## src/rtl/commit_trace_buffer.sv

```systemverilog
// Retirement trace for the 5-stage CPU: shadow tags follow the pipeline and each writeback
// pushes one record into a FWFT FIFO. Define TRACE_WDATA_EN to store RegWriteData per entry.
module commit_trace_buffer #(
  parameter int DEPTH = 8,
  parameter int ID_W  = 8,
  parameter int CYC_W = 16
) (
  input  logic                       clk,
  input  logic                       rst,
  input  logic [15:0]                PC_inst,
  input  logic [15:0]                fetch_instr,
  input  logic                       IF_ID_stall,
  input  logic                       IF_flush,
  input  logic                       ID_flush,
  input  logic                       MEM_WB_RegWrite,
  input  logic [3:0]                 MEM_WB_reg_rd,
  input  logic [15:0]                RegWriteData,
  input  logic                       hlt,
  output logic                       rec_valid,
  input  logic                       rec_ready,
  output logic [ID_W-1:0]            rec_id,
  output logic [15:0]                rec_pc,
  output logic [15:0]                rec_instr,
  output logic [CYC_W-1:0]           rec_fetch_cyc,
  output logic [CYC_W-1:0]           rec_wb_cyc,
  output logic                       rec_wen,
  output logic [3:0]                 rec_rd,
  output logic [15:0]                rec_wdata,
  output logic                       rec_hlt,
  output logic [$clog2(DEPTH):0]     count,
  output logic                       overflow,
  output logic                       done
);

  localparam int PTR_W = $clog2(DEPTH);
  localparam int CNT_W = PTR_W + 1;

  typedef struct packed {
    logic             valid;
    logic [ID_W-1:0]  id;
    logic [15:0]      pc;
    logic [15:0]      instr;
    logic [CYC_W-1:0] fetch_cyc;
  } tag_t;

  typedef struct packed {
    logic [ID_W-1:0]  id;
    logic [15:0]      pc;
    logic [15:0]      instr;
    logic [CYC_W-1:0] fetch_cyc;
    logic [CYC_W-1:0] wb_cyc;
    logic             wen;
    logic [3:0]       rd;
`ifdef TRACE_WDATA_EN
    logic [15:0]      wdata;
`endif
    logic             hlt;
  } entry_t;

  logic [CYC_W-1:0] cyc_q, cyc_d;
  logic [ID_W-1:0]  next_id_q, next_id_d;
  tag_t             if_id_q, if_id_d;
  tag_t             id_ex_q, id_ex_d;
  tag_t             ex_mem_q, ex_mem_d;
  tag_t             mem_wb_q, mem_wb_d;
  logic [PTR_W-1:0] wr_ptr_q, wr_ptr_d;
  logic [PTR_W-1:0] rd_ptr_q, rd_ptr_d;
  logic [CNT_W-1:0] count_q, count_d;
  logic             overflow_q, overflow_d;
  logic             done_q, done_d;
  entry_t           mem_q [DEPTH];
  entry_t           mem_d [DEPTH];

  logic             pop, push, retire, full;
  entry_t           new_entry;
  entry_t           head;

  always_comb begin
    cyc_d = cyc_q + CYC_W'(1);

    pop    = rec_valid && rec_ready;
    full   = (count_q == CNT_W'(DEPTH));
    retire = mem_wb_q.valid && !done_q;
    push   = retire && (!full || pop);

    new_entry           = '0;
    new_entry.id        = mem_wb_q.id;
    new_entry.pc        = mem_wb_q.pc;
    new_entry.instr     = mem_wb_q.instr;
    new_entry.fetch_cyc = mem_wb_q.fetch_cyc;
    new_entry.wb_cyc    = cyc_q;
    new_entry.wen       = MEM_WB_RegWrite;
    new_entry.rd        = MEM_WB_reg_rd;
`ifdef TRACE_WDATA_EN
    new_entry.wdata     = RegWriteData;
`endif
    new_entry.hlt       = hlt;

    // A flushed or stalled fetch is never counted, so sequence IDs stay gap-free
    if_id_d   = if_id_q;
    next_id_d = next_id_q;
    if (IF_flush) begin
      if_id_d.valid = 1'b0;
    end else if (!IF_ID_stall) begin
      if_id_d.valid     = 1'b1;
      if_id_d.id        = next_id_q;
      if_id_d.pc        = PC_inst;
      if_id_d.instr     = fetch_instr;
      if_id_d.fetch_cyc = cyc_q;
      next_id_d         = next_id_q + ID_W'(1);
    end

    id_ex_d = if_id_q;
    if (ID_flush || IF_ID_stall) id_ex_d.valid = 1'b0;
    ex_mem_d = id_ex_q;
    mem_wb_d = ex_mem_q;

    mem_d    = mem_q;
    wr_ptr_d = wr_ptr_q;
    rd_ptr_d = rd_ptr_q;
    if (push) begin
      mem_d[wr_ptr_q] = new_entry;
      wr_ptr_d        = wr_ptr_q + PTR_W'(1);
    end
    if (pop) rd_ptr_d = rd_ptr_q + PTR_W'(1);

    count_d = count_q;
    if (push && !pop)      count_d = count_q + CNT_W'(1);
    else if (!push && pop) count_d = count_q - CNT_W'(1);

    overflow_d = overflow_q | (retire && !push);
    done_d     = done_q | (retire && hlt);
  end

  always_ff @(posedge clk) begin
    if (rst) begin
      cyc_q      <= '0;
      next_id_q  <= '0;
      if_id_q    <= '0;
      id_ex_q    <= '0;
      ex_mem_q   <= '0;
      mem_wb_q   <= '0;
      wr_ptr_q   <= '0;
      rd_ptr_q   <= '0;
      count_q    <= '0;
      overflow_q <= 1'b0;
      done_q     <= 1'b0;
    end else begin
      cyc_q      <= cyc_d;
      next_id_q  <= next_id_d;
      if_id_q    <= if_id_d;
      id_ex_q    <= id_ex_d;
      ex_mem_q   <= ex_mem_d;
      mem_wb_q   <= mem_wb_d;
      wr_ptr_q   <= wr_ptr_d;
      rd_ptr_q   <= rd_ptr_d;
      count_q    <= count_d;
      overflow_q <= overflow_d;
      done_q     <= done_d;
    end
  end

  // Storage needs no reset: the pointers and count decide what is live
  always_ff @(posedge clk) begin
    mem_q <= mem_d;
  end

  assign head      = mem_q[rd_ptr_q];
  assign rec_valid = (count_q != '0);
  assign count     = count_q;
  assign overflow  = overflow_q;
  assign done      = done_q;

  always_comb begin
    rec_id        = '0;
    rec_pc        = '0;
    rec_instr     = '0;
    rec_fetch_cyc = '0;
    rec_wb_cyc    = '0;
    rec_wen       = 1'b0;
    rec_rd        = '0;
    rec_hlt       = 1'b0;
    if (rec_valid) begin
      rec_id        = head.id;
      rec_pc        = head.pc;
      rec_instr     = head.instr;
      rec_fetch_cyc = head.fetch_cyc;
      rec_wb_cyc    = head.wb_cyc;
      rec_wen       = head.wen;
      rec_rd        = head.rd;
      rec_hlt       = head.hlt;
    end
  end

`ifdef TRACE_WDATA_EN
  assign rec_wdata = rec_valid ? head.wdata : 16'h0000;
`else
  logic unused_wdata;
  assign unused_wdata = ^RegWriteData;
  assign rec_wdata    = 16'h0000;
`endif

endmodule

```

## config.mk

```make
export PLATFORM = sky130hd
export DESIGN_NAME = commit_trace_buffer
export DESIGN_NICKNAME = d
export VERILOG_FILES = /design/src/rtl/commit_trace_buffer.sv
export SDC_FILE = /design/constraint.sdc
export NUM_CORES = 1
export LEC_CHECK = 0
export CAP_MARGIN = 20
export CORE_ASPECT_RATIO = 0.8
export CORE_UTILIZATION = 45
export CTS_CLUSTER_DIAMETER = 50
export DETAILED_ROUTE_END_ITERATION = 8
export GPL_ROUTABILITY_DRIVEN = 0
export HOLD_SLACK_MARGIN = 0.15
export SKIP_CTS_REPAIR_TIMING = 1
export SYNTH_ARGS = -nofsm -noshare
export SYNTH_HDL_FRONTEND = slang
export SYNTH_SLANG_ARGS = --single-unit
```

## constraint.sdc

```tcl
create_clock -name clk -period 21.7 [get_ports clk]
set_input_delay 3.255 -clock clk [delete_from_list [all_inputs] [get_ports clk]]
set_output_delay 3.255 -clock clk [all_outputs]
set_load 0.05 [all_outputs]
```

==> results of run 1 <==
[registers in the layout, summed over array words and instances (netlist names), 3 cells and up]
signal     cells
mem_q        624
count          4
wr_ptr_q       3
cyc_q         16
ex_mem_q      57
ex_mem_d      57
mem_wb_q      57
next_id_q      8
rd_ptr_q       3
id_ex_d       56
[cells in the final DEF, fill, tap and decap left out, types with 11 or more instances in the layout]
master             n
nor2b_1          174
buf_4             28
dfxtp_1          261
nor2_1           114
a21oi_1           64
clkbuf_1          30
clkbuf_8          11
clkdlybuf4s50_1  127
clkbuf_16         91
edfxtp_1         624
mux2i_1           80
xnor2_1           13
xor2_1            13
conb_1            16
nand2_1          124
clkinv_2          15
mux4_2           156
[worst paths after layout]
| check | start | end | slack (ps) | cells after the start |
|---|---|---|---|---|
| worst min register to register | ex_mem_q[29] | mem_wb_q[29] | 430 | 1 |
| worst max-delay path | rd_ptr_q[1] | rec_hlt | 13620 | 6 |
| worst max register to register | count[0] | count[3] | 17970 | 12 |
| worst min-delay path | ex_mem_q[29] | mem_wb_q[29] | 430 | 1 |
[per-stage QoR]
step / cells / hold WS, ps / instance area, um2 / setup WS (ps)
after global routing: 2964 / 448 / 37000 / 13360
after global placement: 2798 / 417 / 34100 / 14140
after CTS: 2963 / 432 / 37000 / 13490
after floorplan: 1818 / 414 / 32000 / 10000
after detailed placement: 2798 / 420 / 34100 / 14150
final: 2964 / 430 / 37000 / 13620
[final cells by class]
cell class / instances / area, um2 / share of cell area (%)
flip-flops and latches: 888 / 24000 / 65.0
multi-input cells: 814 / 7400 / 20.0
clock buffers: 133 / 2550 / 6.89
repair buffers: 157 / 1520 / 4.10
well taps: 934 / 1170 / 3.16
clock inverters: 32 / 280 / 0.758
inverters: 5 / 18.8 / 0.0508
diodes: 1 / 2.50 / 0.00677
[worst reg2reg max path, stage by stage, from the launching register on]
cell      delay [ps]
dfxtp_1          390
nor4_4           280
buf_4            460
buf_4            750
inv_2            180
nand2_1          160
ha_1             180
inv_1            100
ha_1             330
a21oi_1          180
a211oi_1          90
a31oi_1          160
mux2_2           350
[where the power goes]
part | leakage, nW | total, mW | switching [mW] | internal, mW
logic | 2.61 | 0.621 | 0.385 | 0.236
clock network | 1.40 | 1.47 | 0.613 | 0.853
registers | 7.90 | 1.83 | 0.0262 | 1.81
[cells by family after synthesis]
group / count (synthesis) / synth area share (%)
compound gates: 68 / 1.08
simple gates: 459 / 7.12
other cells: 1 / 0.0117
mux: 237 / 13.5
fa+ha+maj: 8 / 0.337
buf+inv: 116 / 2.03
xor+xnor: 26 / 0.713
flops: 888 / 75.2
[per-layer routing]
metal	share of wire, %	vias up	global-route usage [%]
met5	0	-	0
met4	1.9	0	4.65
met3	3.8	81	3.05
met2	50	285	29.1
met1	45	7864	23.2
li1	-	7028	-
==> impl_metrics.py, run 1 <==
metrics = {
    "cts": {
        "cts.sinks": 888,
        "h-tree-depth": 3,
        "cts_tree": "built",
        "cts_root_buffer": "clkbuf_16",
        "numCtsBuffers": 90,
        "clk_transition_reported_paths_ps": 60,
        "worstSkewPairLatency_ps": 620,
        "clock_path_buffers": 3,
    },
    "drt": {
        "routed_wl_um": 61300,
        "wire_per_inst_um": 20.7,
        "antenna_left": 0,
        "via_per_inst": 5.15,
        "dr.pass1.iters": 4,
        "route.detailed.drc": 0,
        "num_vias": 15300,
        "drt_iter0_drc": 1071,
    },
    "sta": {
        "clock.fmax_mhz": 124,
        "tightest_slew_ps": 996,
        "drv_slew": 0,
        "fin_crit_sh_pct": 37.2,
        "fin_tns_setup_ps": 0,
        "period_minus_slack_ps": 8080,
        "finalSetupViolations": 0,
        "finalHoldViolations": 0,
        "max-slew-margin-rel_pct": 33.6,
        "fin_skew_ps": 20.2,
        "rsz0062_at_grt": "no",
    },
    "critical_path": {
        "critPathSlowestCell": "dfxtp_4",
        "path_buf_inv": 3,
        "slowest_delay_ps": 910,
        "arrival_ps": 4820,
        "cp_top_family": "buffers and inverters",
        "crit_chain": "buf_4, buf_4, mux4_2, mux2i_1, nor2_1, clkdlybuf4s50_1",
        "critPathLaunchType": "register",
        "end_kind": "output pin",
        "path_class": "reg2out",
        "cp_max_fo": 56,
        "cp.required_ps": 18450,
        "crit_path_frequent_cell": "buf_4",
    },
    "power": {
        "p_total_mw": 3.92,
        "power.static_leakage_nw": 11.9,
        "vdd_drop_max_v": 0.0000636,
        "power.density_cell_area_nw_per_um2": 106,
    },
    "synthesis": {
        "synth.yosys.seq_area_share_pct": 75.2,
        "yosysTopAreaCell": "edfxtp_1",
        "syn_avg_cell_area_um2": 17.7,
        "syn_area_um2": 32000,
        "synthCells": 1803,
        "synthDistinctLibCells": 36,
        "synth-edff-count": 624,
        "synth_seq_cells": 888,
        "synth_most_common_cell": "edfxtp_1",
        "yosysTopAreaCellShare_pct": 58.6,
        "synth.area.top_cells": "edfxtp_1 (59%), dfxtp_1 (17%), mux4_2 (11%)",
        "async_reset_ff_share_pct": 0,
        "synthFlopType": "edfxtp_1",
        "ys_top_cells_by_count": "edfxtp_1 (624), dfxtp_1 (264), nor2b_1 (174)",
        "yosysWarnings": 0,
    },
    "global_route": {
        "antenna_found_initial": 1,
        "grt_pass1_vias": 15500,
        "grt_max_degree": 105,
        "grt_pass1_wl_um": 93100,
        "grt_util_all_layers_pct": 17.3,
        "overflow": 0,
    },
    "floorplan": {
        "design.core.area_um2": 70300,
        "die_w_um": 300,
        "ios": 161,
        "initial_core_util_pct": 45.4,
        "die_y_um": 240,
        "die_area_um2": 72100,
        "rows": 87,
    },
    "hold_path": {
        "hold_path_class": "reg2reg",
    },
    "finish": {
        "fin_util_pct": 52.6,
        "area_growth_pct": 15.7,
        "nets": 2024,
        "nFillCells": 5707,
        "drive_above_1_share_pct": 16.5,
    },
    "placement": {
        "port-buffer-count": 128,
        "dp_hpwl_um": 32000,
    },
    "outcome": {
        "status": "completed",
    },
    "job": {
        "maxCapViolCount": 0,
    },
}
(Power assumes the default switching activity.)
==> run 2: changes to the inputs <==
==> constraint.sdc (replaced) <==
create_clock -name clk -period 8.2 [get_ports clk]
set_input_delay 1.23 -clock clk [delete_from_list [all_inputs] [get_ports clk]]
set_output_delay 1.23 -clock clk [all_outputs]
set_load 0.05 [all_outputs]
==> run 2 against run 1 <==
Hold slack got worse by 5.4 ps. Die area did not move. Power rose to 2.7 times the previous value. Global-route usage rose by 0.18 points. Register-to-register slack got worse by 13000 ps. Sequential share of layout area fell by 0.33 points. Wire length rose by 0.41%. Sequential power rose to 2.7 times the previous value. Core utilization rose by 0.27 points. Combinational power rose to 2.7 times the previous value. Critical path type unchanged. Largest power group unchanged. Highest routed layer unchanged.
==> impl_metrics.py, run 2 (synthesized netlist as in run 1, its figures left out) <==
metrics = {
    "power": {
        "p_int_mw": 7.84,
        "vdd_drop_max_v": 0.000133,
        "power.density_cell_area_nw_per_um2": 285,
        "sw_frac_of_total_pct": 25.9,
        "power_frac_seq_pct": 45.8,
        "p_comb_share_pct": 15.5,
        "p_sw_mw": 2.74,
        "power_frac_clock_pct": 38.6,
        "power.static_leakage_nw": 12.0,
    },
    "placement": {
        "placedInstanceArea_um2": 34100,
        "dp_hpwl_um": 31700,
        "port-buffer-count": 128,
    },
    "finish": {
        "nets": 2022,
        "n_antenna_cell": 0,
        "layout_common_cells": "edfxtp_1 (624), dfxtp_1 (261), nor2b_1 (174), mux4_2 (156), clkdlybuf4s50_1 (127)",
        "regMostFlops": "mem_q",
        "drive_above_1_share_pct": 16.9,
        "largest_reg_flops": 624,
        "finish.instance_area_um2": 37200,
        "final_common_cell": "edfxtp_1",
        "area_growth_pct": 16.3,
        "fin_util_pct": 52.8,
    },
    "sta": {
        "fin_crit_sh_pct": 63.5,
        "finalHoldViolations": 0,
        "max-slew-margin-rel_pct": 37.0,
        "fin_tns_setup_ps": 0,
        "fin_skew_ps": 14.8,
        "tightest_slew_ps": 945,
        "finalSetupViolations": 0,
        "drv_slew": 0,
        "period_minus_slack_ps": 5210,
        "clock.fmax_mhz": 192,
        "rsz0062_at_grt": "no",
    },
    "cts": {
        "h-tree-depth": 3,
        "clock_path_buffers": 3,
        "cts.sinks": 888,
        "cts_tree": "built",
        "worstSkewPairLatency_ps": 620,
        "clk_transition_reported_paths_ps": 60,
        "cts_root_buffer": "clkbuf_16",
        "numCtsBuffers": 89,
    },
    "critical_path": {
        "path_class": "reg2out",
        "rr_endpoint": "mem_q[266]",
        "cp.required_ps": 6970,
        "cp_max_fo": 39,
        "r2r_start": "count[0]",
        "slowest_delay_ps": 920,
        "arrival_ps": 3980,
        "ff2ff_path_depth": 6,
        "crit_chain": "buf_4, mux4_2, mux2i_1, nor2_1, clkdlybuf4s50_1",
        "critPathLaunchType": "register",
        "end_kind": "output pin",
        "cp-startpoint": "rd_ptr_q[0]",
        "critPathSlowestCell": "dfxtp_4",
        "r2r_slack_ps": 5030,
    },
    "drt": {
        "num_vias": 15200,
        "route.detailed.drc": 0,
        "routed_wl_um": 61500,
        "wire_per_inst_um": 20.8,
        "antenna_left": 0,
        "dr.pass1.iters": 5,
        "via_per_inst": 5.14,
        "drt_iter0_drc": 982,
    },
    "hold_path": {
        "min_to": "ex_mem_q[20]",
        "hp-start": "ex_mem_d[20]",
        "hold_path_class": "reg2reg",
        "min_path_cells": 1,
    },
    "job": {
        "maxCapViolCount": 0,
    },
    "floorplan": {
        "die_w_um": 300,
        "rows": 87,
        "ios": 161,
        "design.core.area_um2": 70300,
        "die_y_um": 240,
        "initial_core_util_pct": 45.4,
        "die_area_um2": 72100,
    },
    "global_route": {
        "antenna_found_initial": 0,
        "grt_util_all_layers_pct": 17.5,
        "overflow": 0,
        "grt_pass1_vias": 15800,
        "grt_max_degree": 139,
        "grt_pass1_wl_um": 94300,
    },
    "outcome": {
        "status": "completed",
    },
}
[run 2: changes by cell type in the layout (fill, tap and decap cells not counted), moves of 2 or more]
cell and change:
clkbuf_1 -15, buf_4 -2, clkinvlp_4 +5, clkinv_2 -2, bufinv_16 +5, clkinv_1 +7, clkbuf_16 +2
[run 2: worst max-delay path by stage]
stage,end,cells after the start
3_3_place_gp,rec_instr[6],5
4_1_cts,rec_instr[6],5
6_report,rec_instr[6],5
2_1_floorplan,mem_q[468],4
3_5_place_dp,rec_instr[6],5
5_1_grt,rec_instr[6],5
[run 2: layer usage]
metal,vias to the layer above,share of wire (%),GRT usage (%)
met1,7845,45,23.7
met2,260,49,28.9
li1,7018,-,-
met3,93,4.0,3.09
met4,0,2.3,5.21
met5,-,0,0
[run 2: critical path: cells and delay by family, from the launching register on]
family / cells / cell delay (ps)
DFF: 1 / 920
buffers and inverters: 2 / 1450
muxes: 2 / 850
and+or+nand+nor: 1 / 80
[run 2: cell type report]
cell class                 instances  area [um2]
timing repair buffer             156        1520
multi-input combinational        814        7400
sequential                       888       24000
tap                              934        1170
fill                            5642       33200
inverter                           5        18.8
clock buffer                     120        2550
clock inverter                    46         469
[run 2: per-stage QoR]
stage / total power, mW / std cells / hold WS (ps) / worst slack, ps
global placement: 6.62 / 2797 / 415 / 3530
CTS: 10.7 / 2963 / 430 / 2830
detailed placement: 6.63 / 2797 / 421 / 3510
floorplan: 6.14 / 1818 / 414 / -1480
finish: 10.6 / 2963 / 424 / 2990
global route: 11.0 / 2963 / 441 / 2670
[run 2: power groups by stage]
stage | registers, mW | logic, mW | clock network, mW
final | 4.85 | 1.65 | 4.09
after global routing | 4.86 | 1.75 | 4.36
after CTS | 4.85 | 1.68 | 4.19
after detailed placement | 4.95 | 1.68 | 0
after global placement | 4.95 | 1.67 | 0
after floorplan | 4.91 | 1.23 | 0
